===== src/rtl/pp_pkg.sv =====
// Shared widths, FSM encoding and peak-tracker init values for the peak-to-peak window sequencer.
package pp_pkg;

    localparam int unsigned PP_DW = 12;
    localparam int unsigned PP_CW = 16;

    typedef enum logic [2:0] {
        IDLE   = 3'd0,
        ACQ    = 3'd1,
        LATCH  = 3'd2,
        STROBE = 3'd3,
        GAP    = 3'd4
    } pp_state_e;

    localparam logic [PP_DW-1:0] PK_MIN_INIT = '1;
    localparam logic [PP_DW-1:0] PK_MAX_INIT = '0;

endpackage


===== src/rtl/pp_minmax.sv =====
// Running max/min of the current window; also exposes the post-update values so the
// window's final sample can be latched in the same cycle it arrives.
module pp_minmax
    import pp_pkg::*;
#(
    parameter int unsigned DW = PP_DW
) (
    input  logic          clk,
    input  logic          rst,
    input  logic          clr_i,
    input  logic          upd_i,
    input  logic [DW-1:0] dat_i,
    output logic [DW-1:0] max_nxt_c,
    output logic [DW-1:0] min_nxt_c
);

    localparam logic [DW-1:0] MAX_INIT = '0;
    localparam logic [DW-1:0] MIN_INIT = '1;

    logic [DW-1:0] max_q;
    logic [DW-1:0] min_q;

    always_comb begin
        max_nxt_c = max_q;
        min_nxt_c = min_q;
        if (upd_i && (dat_i > max_q)) max_nxt_c = dat_i;
        if (upd_i && (dat_i < min_q)) min_nxt_c = dat_i;
    end

    always_ff @(posedge clk) begin
        if (rst || clr_i) begin
            max_q <= MAX_INIT;
            min_q <= MIN_INIT;
        end else begin
            max_q <= max_nxt_c;
            min_q <= min_nxt_c;
        end
    end

endmodule


===== src/rtl/pp_win_ctl.sv =====
// Window sequencer for the peak-to-peak detector: acquires a window of samples, latches
// max/min, toggles rf_up_dn and issues a widened capture strobe.
module pp_win_ctl
    import pp_pkg::*;
#(
    parameter int unsigned DW    = PP_DW,
    parameter int unsigned CW    = PP_CW,
    parameter int unsigned PLS_W = 4
) (
    input  logic          clk,
    input  logic          rst,
    input  logic          en,
    input  logic [CW-1:0] rf_win_len,
    input  logic [CW-1:0] rf_win_tmo,
    input  logic          adc_vld,
    input  logic [DW-1:0] adc_dat,
    output logic [DW-1:0] rf_pp_top,
    output logic [DW-1:0] rf_pp_btm,
    output logic          rf_up_dn,
    output logic          pls,
    output logic          win_done,
    output logic          busy,
    output logic          tmo_err,
    output logic          ovr_err
);

    localparam int unsigned PW = $clog2(PLS_W + 1);

    pp_state_e     state_q, state_d;
    logic [CW-1:0] len_q, len_d;
    logic [CW-1:0] tmo_q, tmo_d;
    logic [CW-1:0] scnt_q, scnt_d;
    logic [CW-1:0] tcnt_q, tcnt_d;
    logic [PW-1:0] pcnt_q, pcnt_d;
    logic          gcnt_q, gcnt_d;
    logic [DW-1:0] top_q, top_d;
    logic [DW-1:0] btm_q, btm_d;
    logic          updn_q, updn_d;
    logic          pls_q, pls_d;
    logic          done_q, done_d;
    logic          busy_q, busy_d;
    logic          tmo_err_q, tmo_err_d;
    logic          ovr_err_q, ovr_err_d;

    logic          enter;
    logic          upd;
    logic [CW-1:0] len_eff;
    logic          last_smp;
    logic          tmo_hit;
    logic [DW-1:0] max_nxt;
    logic [DW-1:0] min_nxt;

    assign upd      = (state_q == ACQ) && adc_vld;
    assign len_eff  = (len_q == '0) ? CW'(1) : len_q;
    assign last_smp = adc_vld && (scnt_q == (len_eff - CW'(1)));
    assign tmo_hit  = (tmo_q != '0) && (tcnt_q == (tmo_q - CW'(1)));

    pp_minmax #(.DW(DW)) u_minmax (
        .clk       (clk),
        .rst       (rst),
        .clr_i     (enter),
        .upd_i     (upd),
        .dat_i     (adc_dat),
        .max_nxt_c (max_nxt),
        .min_nxt_c (min_nxt)
    );

    always_ff @(posedge clk) begin
        if (rst) begin
            state_q   <= IDLE;
            len_q     <= '0;
            tmo_q     <= '0;
            scnt_q    <= '0;
            tcnt_q    <= '0;
            pcnt_q    <= '0;
            gcnt_q    <= 1'b0;
            top_q     <= '0;
            btm_q     <= '0;
            updn_q    <= 1'b0;
            pls_q     <= 1'b0;
            done_q    <= 1'b0;
            busy_q    <= 1'b0;
            tmo_err_q <= 1'b0;
            ovr_err_q <= 1'b0;
        end else begin
            state_q   <= state_d;
            len_q     <= len_d;
            tmo_q     <= tmo_d;
            scnt_q    <= scnt_d;
            tcnt_q    <= tcnt_d;
            pcnt_q    <= pcnt_d;
            gcnt_q    <= gcnt_d;
            top_q     <= top_d;
            btm_q     <= btm_d;
            updn_q    <= updn_d;
            pls_q     <= pls_d;
            done_q    <= done_d;
            busy_q    <= busy_d;
            tmo_err_q <= tmo_err_d;
            ovr_err_q <= ovr_err_d;
        end
    end

    // Results are latched on the ACQ exit edge so they are valid during the LATCH cycle.
    always_comb begin
        state_d   = state_q;
        len_d     = len_q;
        tmo_d     = tmo_q;
        scnt_d    = scnt_q;
        tcnt_d    = tcnt_q;
        pcnt_d    = pcnt_q;
        gcnt_d    = gcnt_q;
        top_d     = top_q;
        btm_d     = btm_q;
        updn_d    = updn_q;
        pls_d     = pls_q;
        done_d    = 1'b0;
        tmo_err_d = tmo_err_q;
        ovr_err_d = ovr_err_q;
        enter     = 1'b0;

        unique case (state_q)
            IDLE: begin
                if (en) begin
                    state_d = ACQ;
                    enter   = 1'b1;
                end
            end
            ACQ: begin
                if (!en) begin
                    state_d = IDLE;
                end else begin
                    tcnt_d = tcnt_q + CW'(1);
                    if (adc_vld) scnt_d = scnt_q + CW'(1);
                    if (last_smp) begin
                        state_d = LATCH;
                        top_d   = max_nxt;
                        btm_d   = min_nxt;
                        updn_d  = ~updn_q;
                        done_d  = 1'b1;
                    end else if (tmo_hit) begin
                        state_d   = LATCH;
                        top_d     = '0;
                        btm_d     = '0;
                        updn_d    = ~updn_q;
                        done_d    = 1'b1;
                        tmo_err_d = 1'b1;
                    end
                end
            end
            LATCH: begin
                state_d = STROBE;
                pls_d   = 1'b1;
                pcnt_d  = '0;
            end
            STROBE: begin
                if (pcnt_q == PW'(PLS_W - 1)) begin
                    state_d = GAP;
                    pls_d   = 1'b0;
                    gcnt_d  = 1'b0;
                end else begin
                    pcnt_d = pcnt_q + PW'(1);
                end
            end
            GAP: begin
                if (gcnt_q) begin
                    if (en) begin
                        state_d = ACQ;
                        enter   = 1'b1;
                    end else begin
                        state_d = IDLE;
                    end
                end else begin
                    gcnt_d = 1'b1;
                end
            end
            default: state_d = IDLE;
        endcase

        if (enter) begin
            len_d  = rf_win_len;
            tmo_d  = rf_win_tmo;
            scnt_d = '0;
            tcnt_d = '0;
        end

        if (adc_vld && en && (state_q inside {LATCH, STROBE, GAP})) ovr_err_d = 1'b1;
    end

    assign busy_d    = (state_d != IDLE);

    assign rf_pp_top = top_q;
    assign rf_pp_btm = btm_q;
    assign rf_up_dn  = updn_q;
    assign pls       = pls_q;
    assign win_done  = done_q;
    assign busy      = busy_q;
    assign tmo_err   = tmo_err_q;
    assign ovr_err   = ovr_err_q;

endmodule


===== config.mk =====
export PLATFORM = sky130hd
export DESIGN_NAME = pp_win_ctl
export DESIGN_NICKNAME = d
export VERILOG_FILES = /design/src/rtl/pp_pkg.sv /design/src/rtl/pp_minmax.sv /design/src/rtl/pp_win_ctl.sv
export SDC_FILE = /design/constraint.sdc
export NUM_CORES = 1
export LEC_CHECK = 0
export BUFFER_PORTS_ARGS = -buffer_cell sky130_fd_sc_hd__buf_4
export CAP_MARGIN = 15
export CORE_ASPECT_RATIO = 0.75
export CORE_MARGIN = 2
export CORE_UTILIZATION = 45
export CTS_CLUSTER_DIAMETER = 60
export DETAILED_ROUTE_END_ITERATION = 7
export PLACE_DENSITY = 0.74
export SLEW_MARGIN = 20
export SYNTH_ARGS = -nofsm -noshare
export SYNTH_HDL_FRONTEND = slang
export SYNTH_SLANG_ARGS = --single-unit

===== constraint.sdc =====
create_clock -name clk -period 5.35 [get_ports clk]
set_input_delay 0.535 -clock clk [delete_from_list [all_inputs] [get_ports clk]]
set_output_delay 0.535 -clock clk [all_outputs]
set_load 0.02 [all_outputs]

==> flow_metrics.py <==
metrics = {
    "route": {
        "wl_um": 15100,
        "routedWlPerCell_um": 14.7,
        "vias": 5378,
        "firstDrtPassIters": 5,
        "drt_iter0_drc": 409,
        "drtAntennaViolNets": 0,
        "vias_per_cell": 5.26,
        "drcViolationCount": 0,
    },
    "synthesis": {
        "ys_warn_count": 0,
        "avgSynthCellArea_sq_um": 8.77,
        "syn_nets": 825,
        "synth-edff-count": 0,
        "synth_seq_cells": 125,
        "ys_types": 64,
        "synth-async-reset-ratio_pct": 0,
        "ys_seq_area_share_pct": 38.1,
        "ys_dominant_reg_cell": "dfxtp_1",
        "syn_inst": 748,
        "syn_area_sq_um": 6560,
    },
    "sta": {
        "rsz0062_at_grt": "no",
        "finalClockSkew_ns": 0.00881,
        "finalSetupTns_ns": 0,
        "relSlewSlack_pct": 33.2,
        "fin_hold_ws_ns": 0.365,
        "finalCriticalPeriod_ns": 4.10,
        "max_freq_mhz": 244,
        "finalCritPeriodShare_pct": 76.6,
        "slew_violations": 0,
        "final_hold_viol_count": 0,
        "setup_violations": 0,
        "tightestPinTransition_ns": 1.00,
    },
    "cts": {
        "clk_pin_slew_ns": 0.06,
        "clock_latency_ns": 0.41,
        "cts_root_buf": "clkbuf_16",
        "clockBufferDepth": 2,
        "cts_resized": 0,
        "cts_buffers": 17,
        "cts_max_level": 4,
        "cts_tree": "yes",
        "post_cts_buffers": 0,
        "cts_hold_buffers": 0,
        "cts_num_sinks": 125,
    },
    "cells_and_area": {
        "drive_above_1_share_pct": 17.9,
        "num-fill-cells": 1287,
        "syn2layout_area_growth_pct": 20.2,
        "fin_nets": 888,
        "n_antenna_cell": 0,
    },
    "flow_run": {
        "maxCapViolations": 0,
    },
    "power_and_ir_drop": {
        "p_switching_mw": 0.620,
        "pwr-share-comb_pct": 12.8,
        "p_sw_share_pct": 24.8,
        "p_leak_nw": 3.26,
        "p_int_mw": 1.88,
        "seq_power_share_pct": 39.3,
        "p_per_area_nw_per_um2": 317,
        "ir_drop_uv": 204,
        "clockPowerShare_pct": 47.9,
    },
    "global_routing": {
        "overflow": 0,
        "grtUsageTotal_pct": 20.2,
        "grt_pass1_vias": 4791,
        "grt_pass1_wl_um": 24700,
        "grt_max_degree": 48,
        "antenna_found_initial": 0,
    },
    "floorplanning": {
        "fp-row-count": 38,
        "fp.dieW_um": 143,
        "die_h_um": 109,
        "start_util_pct": 45.7,
        "fp.coreArea_sq_um": 14400,
        "io_pins": 78,
        "dieArea_sq_um": 15600,
    },
    "critical_path": {
        "reg2reg_depth": 12,
        "worstReg2RegEnd": "rf_pp_btm[3]$_SDFFE_PP0P_",
        "start_kind": "register",
        "reg2reg_slack_ns": 1.25,
        "worstPathArrival_ns": 4.44,
        "path_class": "reg -> reg",
        "cp_data_required_time_ns": 5.69,
        "cp-end-kind": "register",
        "timing.rr.start": "len_q[9]$_SDFFE_PP0P_",
        "critPathMaxFanout": 24,
    },
    "status": {
        "status": "finished clean",
    },
    "place": {
        "hpwlAfterDp_um": 10800,
        "gp_congestion": 0.928,
        "portBuffers": 77,
    },
    "worst_hold_path": {
        "hp-class": "in -> reg",
        "min_path_cells": 3,
        "hold_path_end": "len_q[7]$_SDFFE_PP0P_",
        "min_from": "rf_win_len[7]",
    },
}
==> logic make-up after synthesis <==
group / synth area share (%)
simple gates: 22.1
compound gates: 16.0
flops: 38.1
buf+inv: 4.71
xor+xnor: 8.81
mux: 4.75
fa+ha+maj: 5.53
==> power groups by stage <==
stage	Clock (mW)	Sequential, mW	Combinational [mW]
4_1_cts	1.22	0.983	0.319
6_report	1.20	0.984	0.319
2_1_floorplan	0	0.991	0.237
3_3_place_gp	0	1.00	0.310
5_1_grt	1.26	0.987	0.355
3_5_place_dp	0	1.00	0.315
==> final cells by class <==
type	instances	area, sq um	share of cell area (%)
Clock buffer	21	450	5.71
Clock inverter	10	165	2.09
Inverter	36	135	1.71
Multi-Input combinational cell	550	3770	47.8
Sequential cell	125	2500	31.7
Tap cell	200	250	3.17
Timing Repair Buffer	81	608	7.71
==> cells in the mapped netlist, types with 5 or more instances <==
library cell / n / area [sq um]
o2bb2ai_2: 20 / 300
nor4_1: 7 / 43.8
mux2i_1: 30 / 300
clkbuf_1: 26 / 97.6
o21ai_0: 16 / 80.1
nor2_1: 75 / 282
nand3_1: 19 / 95.1
nand2_1: 102 / 383
xnor2_1: 28 / 245
nand4_1: 16 / 100
inv_1: 36 / 135
xor2_1: 38 / 333
a21o_1: 6 / 45.0
dfxtp_1: 125 / 2500
nor3_1: 16 / 80.1
ha_1: 29 / 363
and3_1: 12 / 75.1
a21oi_1: 54 / 270
a31oi_1: 6 / 37.5
o2bb2ai_1: 5 / 43.8
nor2b_1: 5 / 31.3
==> critical path, stage by stage, from the launching register on <==
cell and delay [ns]:
dfxtp_1 0.39, or4_1 0.58, nor3_1 0.31, a21oi_1 0.12
ha_1 0.23, nor3b_2 0.22, and2_1 0.21, xor2_1 0.14
mux2_2 0.27, a32oi_1 0.37, o32ai_4 0.19, a21oi_4 0.81
o2bb2ai_1 0.19
==> stage by stage <==
step	total power [mW]	utilization [%]	cell area [sq um]	cells	worst slack, ns
after floorplan	1.23	-	6560	748	1.99
after global placement	1.31	50.6	7270	992	1.41
after detailed placement	1.32	50.6	7270	992	1.30
after CTS	2.52	54.9	7880	1023	1.25
after global routing	2.60	54.9	7880	1023	1.00
final	2.50	54.9	7880	1023	1.25
==> state kept, by name, indices dropped and copies added (netlist names), 3 cells and up <==
register	cells
u_minmax.min_q	12
rf_pp_btm	12
scnt_q	16
tmo_q	16
tcnt_q	16
pcnt_q	3
len_q	16
state_q	3
rf_pp_top	12
u_minmax.max_q	12
==> worst max-delay path by stage <==
stage,from,endpoint,slack [ns],depth (start not counted)
5_1_grt,len_q[9]$_SDFFE_PP0P_,rf_pp_btm[1]$_SDFFE_PP0P_,1.00,12
3_3_place_gp,len_q[9]$_SDFFE_PP0P_,rf_pp_btm[1]$_SDFFE_PP0P_,1.41,12
4_1_cts,len_q[9]$_SDFFE_PP0P_,rf_pp_btm[1]$_SDFFE_PP0P_,1.25,12
3_5_place_dp,len_q[9]$_SDFFE_PP0P_,rf_pp_btm[1]$_SDFFE_PP0P_,1.30,12
2_1_floorplan,len_q[9]$_SDFFE_PP0P_,rf_pp_top[0]$_SDFFE_PP0P_,1.99,14
6_report,len_q[9]$_SDFFE_PP0P_,rf_pp_btm[3]$_SDFFE_PP0P_,1.25,12
==> layer usage <==
| layer | vias up | global-route usage (%) | share of wire (%) |
|---|---|---|---|
| met5 | - | 0 | 0 |
| met4 | 0 | 5.39 | 1.2 |
| met3 | 17 | 5.36 | 5.2 |
| met2 | 124 | 28.0 | 41 |
| met1 | 2499 | 30.4 | 53 |
| li1 | 2738 | - | - |
==> layout by cell type, fill, tap and decap left out, types with 6 or more instances in the layout <==
cell type and instances:
dfxtp_1 125, nand2_1 102, buf_4 81, nor2_1 75, a21oi_1 54, xor2_1 38, inv_1 36, mux2i_1 30
ha_1 29, xnor2_1 28, o2bb2ai_2 20, nand3_1 19, clkbuf_16 17, nor3_1 16, nand4_1 16, o21ai_0 16
and3_1 11, nor4_1 7, a21o_1 6, a31oi_1 6
(Power assumes the default switching activity.)
